===== src/rtl/mem_arb_pkg.sv =====
// rtl/mem_arb_pkg.sv - shared types and defaults for the instruction/data memory port arbiter
package mem_arb_pkg;

    typedef enum logic [1:0] {
        S_IDLE,
        S_WAIT,
        S_RESP
    } state_t;

    typedef enum logic {
        OWN_IF,
        OWN_D
    } owner_t;

    localparam int DEF_TIMEOUT      = 255;
    localparam int DEF_STARVE_LIMIT = 4;

endpackage


===== src/rtl/mem_port_arbiter_if.sv =====
// rtl/mem_port_arbiter_if.sv - fetch, data and unified-memory signals of the shared memory port
interface mem_port_arbiter_if #(
    parameter int XLEN = 32
);
    logic              if_req;
    logic [XLEN-1:0]   if_addr;
    logic              if_gnt;
    logic              if_rvalid;
    logic [XLEN-1:0]   if_rdata;

    logic              d_req;
    logic              d_we;
    logic [XLEN-1:0]   d_addr;
    logic [XLEN-1:0]   d_wdata;
    logic [XLEN/8-1:0] d_be;
    logic              d_gnt;
    logic              d_rvalid;
    logic [XLEN-1:0]   d_rdata;

    logic              mem_req;
    logic              mem_we;
    logic [XLEN-1:0]   mem_addr;
    logic [XLEN-1:0]   mem_wdata;
    logic [XLEN/8-1:0] mem_be;
    logic              mem_ready;
    logic              mem_rvalid;
    logic [XLEN-1:0]   mem_rdata;

    logic              stall;
    logic              bus_err;

    // master: the arbiter's view; slave: the core and memory around it
    modport master (
        input  if_req, if_addr, d_req, d_we, d_addr, d_wdata, d_be,
        input  mem_ready, mem_rvalid, mem_rdata,
        output if_gnt, if_rvalid, if_rdata, d_gnt, d_rvalid, d_rdata,
        output mem_req, mem_we, mem_addr, mem_wdata, mem_be, stall, bus_err
    );

    modport slave (
        output if_req, if_addr, d_req, d_we, d_addr, d_wdata, d_be,
        output mem_ready, mem_rvalid, mem_rdata,
        input  if_gnt, if_rvalid, if_rdata, d_gnt, d_rvalid, d_rdata,
        input  mem_req, mem_we, mem_addr, mem_wdata, mem_be, stall, bus_err
    );

endinterface


===== src/rtl/mem_arb_pick.sv =====
// rtl/mem_arb_pick.sv - data-first winner selection with a fetch anti-starvation streak counter
module mem_arb_pick
    import mem_arb_pkg::*;
#(
    parameter int STARVE_LIMIT = DEF_STARVE_LIMIT
) (
    input  logic   clk,
    input  logic   rst_n,
    input  logic   if_req,
    input  logic   d_req,
    input  logic   idle,
    input  logic   grant,
    output owner_t owner
);

    localparam int SW = $clog2(STARVE_LIMIT + 1);
    localparam logic [SW-1:0] LIMIT = SW'(STARVE_LIMIT);

    logic [SW-1:0] streak;
    logic          force_if;

    assign force_if = if_req && (streak == LIMIT);
    assign owner    = (d_req && !force_if) ? OWN_D : OWN_IF;

    // streak only counts data grants taken while fetch was left waiting
    always_ff @(posedge clk or negedge rst_n) begin
        if (!rst_n) begin
            streak <= '0;
        end else if (grant && (owner == OWN_IF)) begin
            streak <= '0;
        end else if (grant && if_req) begin
            if (streak != LIMIT) begin
                streak <= streak + 1'b1;
            end
        end else if (idle && !if_req) begin
            streak <= '0;
        end
    end

endmodule


===== src/rtl/mem_port_arbiter.sv =====
// rtl/mem_port_arbiter.sv - one-outstanding arbiter sharing a unified memory between fetch and data
module mem_port_arbiter
    import mem_arb_pkg::*;
#(
    parameter int XLEN         = 32,
    parameter int STARVE_LIMIT = DEF_STARVE_LIMIT,
    parameter int TIMEOUT      = DEF_TIMEOUT
) (
    input  logic                clk,
    input  logic                rst_n,
    mem_port_arbiter_if.master  bus
);

    localparam logic [7:0] TMO = 8'(TIMEOUT);

    state_t          state;
    owner_t          owner_q;
    owner_t          win;
    logic [7:0]      tcnt;
    logic [XLEN-1:0] rdata_q;
    logic            if_rvalid_q;
    logic            d_rvalid_q;
    logic            bus_err_q;

    logic            idle;
    logic            req_out;
    logic            grant;
    logic            pick_d;

    assign idle    = (state == S_IDLE);
    assign req_out = rst_n && idle && (bus.if_req || bus.d_req);
    assign grant   = req_out && bus.mem_ready;
    assign pick_d  = (win == OWN_D);

    mem_arb_pick #(
        .STARVE_LIMIT(STARVE_LIMIT)
    ) u_pick (
        .clk    (clk),
        .rst_n  (rst_n),
        .if_req (bus.if_req),
        .d_req  (bus.d_req),
        .idle   (idle),
        .grant  (grant),
        .owner  (win)
    );

    // payload is forced to zero whenever no request is presented, including during reset
    assign bus.mem_req   = req_out;
    assign bus.mem_we    = req_out && pick_d && bus.d_we;
    assign bus.mem_addr  = !req_out ? '0 : (pick_d ? bus.d_addr : bus.if_addr);
    assign bus.mem_wdata = (req_out && pick_d) ? bus.d_wdata : '0;
    assign bus.mem_be    = !req_out ? '0 : (pick_d ? bus.d_be : '1);

    assign bus.if_gnt    = grant && !pick_d;
    assign bus.d_gnt     = grant && pick_d;
    assign bus.stall     = rst_n && (bus.if_req || bus.d_req || !idle);

    assign bus.if_rvalid = if_rvalid_q;
    assign bus.d_rvalid  = d_rvalid_q;
    assign bus.if_rdata  = rdata_q;
    assign bus.d_rdata   = rdata_q;
    assign bus.bus_err   = bus_err_q;

    always_ff @(posedge clk or negedge rst_n) begin
        if (!rst_n) begin
            state       <= S_IDLE;
            owner_q     <= OWN_IF;
            tcnt        <= '0;
            rdata_q     <= '0;
            if_rvalid_q <= 1'b0;
            d_rvalid_q  <= 1'b0;
            bus_err_q   <= 1'b0;
        end else begin
            if_rvalid_q <= 1'b0;
            d_rvalid_q  <= 1'b0;
            bus_err_q   <= 1'b0;
            case (state)
                S_IDLE: begin
                    if (grant) begin
                        owner_q <= win;
                        tcnt    <= '0;
                        state   <= S_WAIT;
                    end
                end
                S_WAIT: begin
                    // a real response beats a timeout landing in the same cycle
                    if (bus.mem_rvalid) begin
                        rdata_q     <= bus.mem_rdata;
                        if_rvalid_q <= (owner_q == OWN_IF);
                        d_rvalid_q  <= (owner_q == OWN_D);
                        state       <= S_RESP;
                    end else if (tcnt == TMO) begin
                        rdata_q     <= '0;
                        bus_err_q   <= 1'b1;
                        if_rvalid_q <= (owner_q == OWN_IF);
                        d_rvalid_q  <= (owner_q == OWN_D);
                        state       <= S_RESP;
                    end else begin
                        tcnt <= tcnt + 8'd1;
                    end
                end
                S_RESP: begin
                    state <= S_IDLE;
                end
                default: begin
                    state <= S_IDLE;
                end
            endcase
        end
    end

endmodule


===== src/flat_wrapper.sv =====
// flat-port wrapper written by rule: the top's interface ports become plain ports
module mem_port_arbiter_flat import mem_arb_pkg::*;
#(
    parameter int XLEN         = 32,
    parameter int STARVE_LIMIT = DEF_STARVE_LIMIT,
    parameter int TIMEOUT      = DEF_TIMEOUT
)
  (clk, rst_n, bus_if_req, bus_if_addr, bus_d_req, bus_d_we, bus_d_addr, bus_d_wdata, bus_d_be, bus_mem_ready, bus_mem_rvalid, bus_mem_rdata, bus_if_gnt, bus_if_rvalid, bus_if_rdata, bus_d_gnt, bus_d_rvalid, bus_d_rdata, bus_mem_req, bus_mem_we, bus_mem_addr, bus_mem_wdata, bus_mem_be, bus_stall, bus_bus_err);
  mem_port_arbiter_if #(.XLEN(XLEN)) bus_i ();
  input  logic clk;
  input  logic rst_n;
  input wire logic [$bits(bus_i.if_req)-1:0] bus_if_req;
  input wire logic [$bits(bus_i.if_addr)-1:0] bus_if_addr;
  input wire logic [$bits(bus_i.d_req)-1:0] bus_d_req;
  input wire logic [$bits(bus_i.d_we)-1:0] bus_d_we;
  input wire logic [$bits(bus_i.d_addr)-1:0] bus_d_addr;
  input wire logic [$bits(bus_i.d_wdata)-1:0] bus_d_wdata;
  input wire logic [$bits(bus_i.d_be)-1:0] bus_d_be;
  input wire logic [$bits(bus_i.mem_ready)-1:0] bus_mem_ready;
  input wire logic [$bits(bus_i.mem_rvalid)-1:0] bus_mem_rvalid;
  input wire logic [$bits(bus_i.mem_rdata)-1:0] bus_mem_rdata;
  output wire logic [$bits(bus_i.if_gnt)-1:0] bus_if_gnt;
  output wire logic [$bits(bus_i.if_rvalid)-1:0] bus_if_rvalid;
  output wire logic [$bits(bus_i.if_rdata)-1:0] bus_if_rdata;
  output wire logic [$bits(bus_i.d_gnt)-1:0] bus_d_gnt;
  output wire logic [$bits(bus_i.d_rvalid)-1:0] bus_d_rvalid;
  output wire logic [$bits(bus_i.d_rdata)-1:0] bus_d_rdata;
  output wire logic [$bits(bus_i.mem_req)-1:0] bus_mem_req;
  output wire logic [$bits(bus_i.mem_we)-1:0] bus_mem_we;
  output wire logic [$bits(bus_i.mem_addr)-1:0] bus_mem_addr;
  output wire logic [$bits(bus_i.mem_wdata)-1:0] bus_mem_wdata;
  output wire logic [$bits(bus_i.mem_be)-1:0] bus_mem_be;
  output wire logic [$bits(bus_i.stall)-1:0] bus_stall;
  output wire logic [$bits(bus_i.bus_err)-1:0] bus_bus_err;
  assign bus_i.if_req = bus_if_req;
  assign bus_i.if_addr = bus_if_addr;
  assign bus_i.d_req = bus_d_req;
  assign bus_i.d_we = bus_d_we;
  assign bus_i.d_addr = bus_d_addr;
  assign bus_i.d_wdata = bus_d_wdata;
  assign bus_i.d_be = bus_d_be;
  assign bus_i.mem_ready = bus_mem_ready;
  assign bus_i.mem_rvalid = bus_mem_rvalid;
  assign bus_i.mem_rdata = bus_mem_rdata;
  assign bus_if_gnt = bus_i.if_gnt;
  assign bus_if_rvalid = bus_i.if_rvalid;
  assign bus_if_rdata = bus_i.if_rdata;
  assign bus_d_gnt = bus_i.d_gnt;
  assign bus_d_rvalid = bus_i.d_rvalid;
  assign bus_d_rdata = bus_i.d_rdata;
  assign bus_mem_req = bus_i.mem_req;
  assign bus_mem_we = bus_i.mem_we;
  assign bus_mem_addr = bus_i.mem_addr;
  assign bus_mem_wdata = bus_i.mem_wdata;
  assign bus_mem_be = bus_i.mem_be;
  assign bus_stall = bus_i.stall;
  assign bus_bus_err = bus_i.bus_err;
  mem_port_arbiter #(.XLEN(XLEN), .STARVE_LIMIT(STARVE_LIMIT), .TIMEOUT(TIMEOUT)) u_core (.clk(clk), .rst_n(rst_n), .bus(bus_i));
endmodule

===== config.mk =====
export PLATFORM = sky130hd
export DESIGN_NAME = mem_port_arbiter_flat
export DESIGN_NICKNAME = d
export VERILOG_FILES = /design/src/rtl/mem_arb_pkg.sv /design/src/rtl/mem_port_arbiter_if.sv /design/src/rtl/mem_arb_pick.sv /design/src/rtl/mem_port_arbiter.sv /design/src/flat_wrapper.sv
export SDC_FILE = /design/constraint.sdc
export NUM_CORES = 1
export LEC_CHECK = 0
export CORE_MARGIN = 10
export CORE_UTILIZATION = 31
export CTS_BUF_LIST = sky130_fd_sc_hd__clkbuf_16
export CTS_CLUSTER_DIAMETER = 30
export CTS_CLUSTER_SIZE = 30
export DETAILED_ROUTE_END_ITERATION = 12
export PLACE_DENSITY = 0.94
export SYNTH_ARGS = -nofsm -noshare
export SYNTH_HDL_FRONTEND = slang
export SYNTH_SLANG_ARGS = --single-unit

===== constraint.sdc =====
create_clock -name clk -period 2.7 [get_ports clk]
set_input_delay 0.81 -clock clk [delete_from_list [all_inputs] [get_ports clk]]
set_output_delay 0.81 -clock clk [all_outputs]
set_load 0.1 [all_outputs]

==> summary.log <==
INFO  setup_path     crit_type=flip-flop to output port
INFO  setup_path     setup.worst_path.end_class=output port
INFO  floorplan      fp.dieW=118um
INFO  floorplan      initial_standard_cell_utilization_of_the_core=32.1%
INFO  place          buffer_ports.inserted=278
INFO  floorplan      fp.coreArea=9280um2
INFO  timing         clock.fmax=340MHz
INFO  timing         fin_skew=0.00430ns
INFO  place          numPlacedInstances=722
INFO  clock_network  tritoncts=done
INFO  cells_and_area fillCellCount=389
INFO  setup_path     required=1.89ns
INFO  cells_and_area drive_above_1_share=52.2%
INFO  clock_network  cts_inserted_buffers=5
INFO  worst_hold_path worstHoldStart=u_core.owner_q
INFO  place          dpl.hpwl=15.3mm
INFO  clock_network  clockRootBuffer=sky130_fd_sc_hd__clkbuf_16
INFO  synth          postSynth.topFlopCell=sky130_fd_sc_hd__dfrtp_1
INFO  setup_path     reg2reg_slack=0.76ns
INFO  clock_network  htree_levels=2
INFO  global_route   antenna_found_initial=6
INFO  synth          syn_avg_cell_area=8.47um2
INFO  global_route   globalRouteTotalUtil=28.1%
INFO  synth          syn_area=2980um2
INFO  synth          top_cell_type_by_total_area_after_synthesis=sky130_fd_sc_hd__dfrtp_1
INFO  global_route   grt_max_degree=51
INFO  pwr            vdd_ir_drop_max=0.00130V
INFO  timing         finalHoldWorstSlack=0.467ns
INFO  timing         tightest_slew=0.689ns
INFO  cells_and_area final_cell_area=7720um2
INFO  synth          synth_commonest_cells=sky130_fd_sc_hd__nand2_1, sky130_fd_sc_hd__dfrtp_1, sky130_fd_sc_hd__and3_1
INFO  cells_and_area multi_input_comb_area=2160um2
INFO  floorplan      placement_rows=35
INFO  timing         max-slew-margin-rel=54.0%
INFO  clock_network  worst_skew_pair.late_latency=0.29ns
INFO  global_route   gr-total-overflow=0
INFO  synth          synth_fp_nets=494
INFO  setup_path     critical_path.max_fanout=6
INFO  synth          synth.yosys.warnings=0
INFO  clock_network  ctsLongestPathBuffers=2
INFO  worst_hold_path hp-class=flip-flop to flip-flop
INFO  drt            wl_per_cell=31.4um
INFO  synth          synth_edf_count=0
INFO  floorplan      number_of_top_level_design_ports=279
INFO  drt            antenna_violating_nets_post_route=0
INFO  outcome        outcome=complete, but fails checks
INFO  timing         setup_viol=71
INFO  place          pre_cts_setup_slack=-0.433ns
INFO  timing         postLayoutSetupSlackWorst=-0.237ns
INFO  setup_path     timing.rr.start=u_core.state[1]
INFO  setup_path     worstPathArrival=2.13ns
INFO  synth          netlist_top_cells_area=sky130_fd_sc_hd__dfrtp_1, sky130_fd_sc_hd__a22o_1, sky130_fd_sc_hd__nand2_1, sky130_fd_sc_hd__buf_4, sky130_fd_sc_hd__and3_1
INFO  synth          proportion_of_synthesized_chip_area_in_sequential_cells=41.1%
INFO  clock_network  cts.clk_slew.worst_paths=0.07ns
INFO  floorplan      die_area=13,900um2
INFO  timing         min_clock_period_post_route=2.94ns
INFO  cells_and_area finish.cell_count_without_fillers=755
INFO  cells_and_area final_core_util=83.1%
INFO  place          gp_routability_congestion=0.865
INFO  worst_hold_path hold-path-endpoint=u_core.bus.if_rvalid
INFO  drt            route.vias.total=4,409
INFO  drt            detailedRoute.firstIterationViolations=516
INFO  setup_path     kind_of_launch_point_of_the_worst_setup_path=flip-flop
INFO  outcome        violations_in_the_final_reports=setup timing
INFO  drt            drt_pass1_iterations=5
INFO  drt            drt-vias-per-instance=5.84
INFO  worst_hold_path worst_hold_path.num_cells=1
INFO  synth          synthDominantCellAreaShare=41.1%
INFO  place          dpl_cell_area=6830um2
INFO  drt            total_routed_length=23.7mm
INFO  synth          synth_cell_type_count=36
INFO  timing         timing.final.max_slew_violations=0
INFO  synth          yosys_register_bits=49
INFO  timing         rsz_0062_raised_after_global_routing=yes
INFO  cells_and_area design.final.nets=762
INFO  setup_path     rr_endpoint=u_core.bus.d_rdata[29]
INFO  setup_path     timing.reg2reg.worst_path_depth=4
INFO  timing         timing_hold_violations_final=0
INFO  run            timing.max_cap.violations=0
INFO  synth          synth_most_common_cell=sky130_fd_sc_hd__nand2_1
INFO  synth          syn-instance-count=352
INFO  global_route   via_count_of_the_first_global_routing_pass=4,442
INFO  cells_and_area area_growth_syn_to_layout=159%
INFO  pwr            cellPowerDensity=877nW/um2
INFO  floorplan      die_h=118um
INFO  drt            drc=0
INFO  pwr            p_leak=3.27nW
INFO  clock_network  numClockSinks=49
INFO  synth          synth-async-reset-ratio=100%
INFO  cells_and_area register_area=1230um2
INFO  global_route   grt_first_pass_wirelength=30.1mm
INFO  timing         share_of_the_clock_period_used_by_the_worst_path=109%
[through the flow]
step | setup TNS (ns) | power [mW]
after floorplan | -7.83 | 4.80
after global placement | -22.16 | 5.78
after detailed placement | -26.70 | 5.85
after CTS | -0.433 | 6.65
after global routing | -11.70 | 6.93
final | -10.33 | 6.77
[kinds of logic after synthesis]
logic type,Yosys count,synth area share [%]
buffers and inverters,67,13.8
muxes,1,0.336
adders and majority gates,3,1.26
DFF,49,41.1
AOI/OAI and AO/OA,87,19.9
and+or+nand+nor,145,23.6
[worst max-delay path by stage]
stage / startpoint / endpoint / slack (ns) / cells past startpoint
floorplan: rst_n / bus_mem_addr[26] / -0.26 / 4
global placement: bus_if_req / bus_mem_addr[12] / -0.36 / 7
detailed placement: bus_if_req / bus_mem_addr[18] / -0.43 / 7
CTS: u_core.u_pick.streak[0] / bus_mem_addr[25] / -0.05 / 10
global route: u_core.u_pick.streak[0] / bus_mem_addr[4] / -0.26 / 10
finish: u_core.u_pick.streak[0] / bus_mem_addr[25] / -0.24 / 8
[report_power, final]
part           switching (mW)  internal [mW]  leakage, nW
registers               0.193          0.930        0.632
clock network           0.269          0.438       0.0842
logic                    3.72           1.22         2.55
total                    4.19           2.58         3.27
[area by class of cell]
class	count	share of cell area (%)
Inverter	9	0.486
Clock inverter	3	0.567
Tap cell	129	2.09
Clock buffer	5	1.62
Sequential cell	49	15.9
Antenna cell	5	0.162
Multi-Input combinational cell	236	28.0
Timing Repair Buffer	319	51.2
[layout by cell type, fill, tap and decap left out, drive strengths merged, types with 3 or more instances in the layout]
cell           instances
buf                  181
clkdlybuf4s50        134
nand2                 76
dfrtp                 49
and3                  35
a21oi                 34
a22o                  32
nor2                  13
inv                    9
clkbuf                 8
a31oi                  7
nand3                  6
o21ai                  6
diode                  5
and2                   4
ha                     3
nor3b                  3
[worst max-delay path, cell delays in order (launching register included)]
cell and delay, ns:
sky130_fd_sc_hd__dfrtp_1 0.47, sky130_fd_sc_hd__inv_2 0.09, sky130_fd_sc_hd__ha_4 0.18, sky130_fd_sc_hd__nand3_4 0.08, sky130_fd_sc_hd__and2_4 0.29, sky130_fd_sc_hd__buf_12 0.17, sky130_fd_sc_hd__nand2_1 0.13, sky130_fd_sc_hd__a21oi_4 0.22
sky130_fd_sc_hd__buf_12 0.20
[sequential cells by signal, summed over array words and instances (netlist names)]
name and flops:
u_core.state 2, u_core.bus.bus_err 1, u_core.bus.if_rvalid 1, u_core.tcnt 8
u_core.owner_q 1, u_core.u_pick.streak 3, u_core.bus.d_rdata 32, u_core.bus.d_rvalid 1
[metal layers]
metal	GRT usage (%)	up-vias	share of wire, %
li1	-	1730	-
met1	28.7	2118	35
met2	48.8	436	48
met3	9.74	123	11
met4	15.8	2	7.1
met5	0	-	0.055
[repair_timing]
item / in CTS / in global routing
resized for setup: 51 / 76
setup buffers: 7 / 5
cloned: 5 / 4
hold buffers: 0 / 0
endpoints found under the setup margin: 73 / 71
pin swaps: 27 / 44
No activity file was read; power rests on OpenSTA's default activity.
==> RTL change, RTL diff (config.mk and constraints unchanged) <==
`DEF_TIMEOUT`: 255 -> 127.
--- a/src/rtl/mem_arb_pkg.sv
+++ b/src/rtl/mem_arb_pkg.sv
@@ -12,7 +12,7 @@
         OWN_D
     } owner_t;
 
-    localparam int DEF_TIMEOUT      = 255;
+    localparam int DEF_TIMEOUT      = 127;
     localparam int DEF_STARVE_LIMIT = 4;
 
 endpackage
Function: no difference found for any inputs over 10 cycles, from zero or initial values and one cycle with rst_n low; that may be too few to reach the edited logic, so the function may still have changed.
==> RTL change against the unedited design <==
  * Design area grew 4.4%
  * Power grew 1.3%
  * Setup slack gained 0.0080 ns
  * Critical endpoint is now bus_mem_addr[0]
  * Area after synthesis grew 1.3%
  * Wire length shrank 3.5%
  * Largest cell class unchanged
  * Sequential cell count is the same
  * Sequential share of layout area shrank 0.66 points
  * The run still ends with setup timing left
  * Synthesized cell count grew 0.85%
  * Critical path depth grew 3
  * Die area grew 1.1%
==> RTL change: results (changes against the unedited design) <==
INFO  metric outcome = finished with violations (unchanged)
INFO  metric failed_checks = setup timing (unchanged)
INFO  metric dp_hpwl = 14,400 um (was 15,300 um)
INFO  metric finish.net_count = 784 (was 762)
INFO  metric synth_top_cells_by_count = sky130_fd_sc_hd__nand2_1, sky130_fd_sc_hd__dfrtp_1, sky130_fd_sc_hd__and3_1, sky130_fd_sc_hd__a21oi_1, sky130_fd_sc_hd__buf_4 (was sky130_fd_sc_hd__nand2_1, sky130_fd_sc_hd__dfrtp_1, sky130_fd_sc_hd__and3_1, sky130_fd_sc_hd__a21oi_1)
INFO  metric worst_slack = -0.229 ns (was -0.237 ns)
INFO  metric dpl-instance-area = 0.00698 sq mm (was 0.00683 sq mm)
INFO  metric p_leak = 3.47 nW (was 3.27 nW)
INFO  metric cts.repair.resized = 83 (was 51)
INFO  metric first_global_vias = 4,482 (was 4,442)
INFO  metric postCtsSetupRepairBufs = 17 (was 7)
INFO  metric dp_worst_setup_slack = -0.410 ns (was -0.433 ns)
INFO  metric setup.worst_path.end = bus_mem_addr[0] (was bus_mem_addr[25])
INFO  metric grtUsageTotal = 27.1% (was 28.1%)
INFO  metric grt_antenna_before_repair = 0 (was 6)
INFO  metric synth.yosys.seq_area_share = 40.6% (was 41.1%)
INFO  metric vdd_ir_drop_max = 1.30 mV (about the same)
INFO  metric switching_share = 61.4% (was 61.8%)
INFO  metric filler_cell_count = 357 (was 389)
INFO  metric r2r_cells = 7 (was 4)
INFO  metric worst_clock_skew = 0.00812 ns (was 0.00430 ns)
INFO  metric setup-violations-final = 73 (was 71)
INFO  metric synthDistinctLibCells = 38 (was 36)
INFO  metric first_element_of_the_critical_path = u_core.u_pick.streak[1] (was u_core.u_pick.streak[0])
INFO  metric synthesis.instances = 355 (was 352)
-- RTL change: cell types whose count changed in the layout (fill, tap and decap cells not counted), sizes merged, moves of 2 or more --
cell	before	now
buf	181	197
diode	5	1
clkbuf	8	11
inv	9	11
nand2b	2	0
o21ai	6	8
-- RTL change: cell type report --
class,count,share of cell area [%]
clock buffer,5,1.55
antenna,1,0.0311
tap,129,2.00
clock inverter,3,0.590
inverter,10,0.513
multi-input combinational,238,28.0
sequential,49,15.2
timing repair buffer,338,52.1
-- RTL change: layer usage --
layer | global-route usage, % | routed length (um)
met5 | 0 | 0
met4 | 9.47 | 960
met3 | 7.85 | 2400
met2 | 49.5 | 11500
met1 | 28.8 | 8080
-- RTL change: cell families (layout without fill, tap and decap cells) --
logic type / Yosys count / after routing / synth area share [%]
multiplexers: 1 / 1 / 0.331
AO/OA/AOI/OAI: 87 / 87 / 19.8
other: 0 / 1 / 0
AND/OR/NAND/NOR: 147 / 147 / 24.1
adder cells (fa/ha/maj): 3 / 3 / 1.24
buffers and inverters: 68 / 356 / 13.9
flip-flops: 49 / 49 / 40.6
-- RTL change: power groups by stage --
stage	registers (mW)	logic [mW]	clock network, mW
2_1_floorplan	2.33	2.51	0
3_3_place_gp	1.13	4.72	0
3_5_place_dp	1.14	4.78	0
4_1_cts	1.14	4.89	0.735
5_1_grt	1.18	5.09	0.765
6_report	1.14	4.98	0.730
-- RTL change: worst max-delay path: cells and delay by family (launching register included) --
family                   cells  cell delay [ns]
AO/OA/AOI/OAI                1             0.19
flip-flops                   1             0.40
adder cells (fa/ha/maj)      1             0.18
buffers and inverters        6             0.75
AND/OR/NAND/NOR              3             0.29
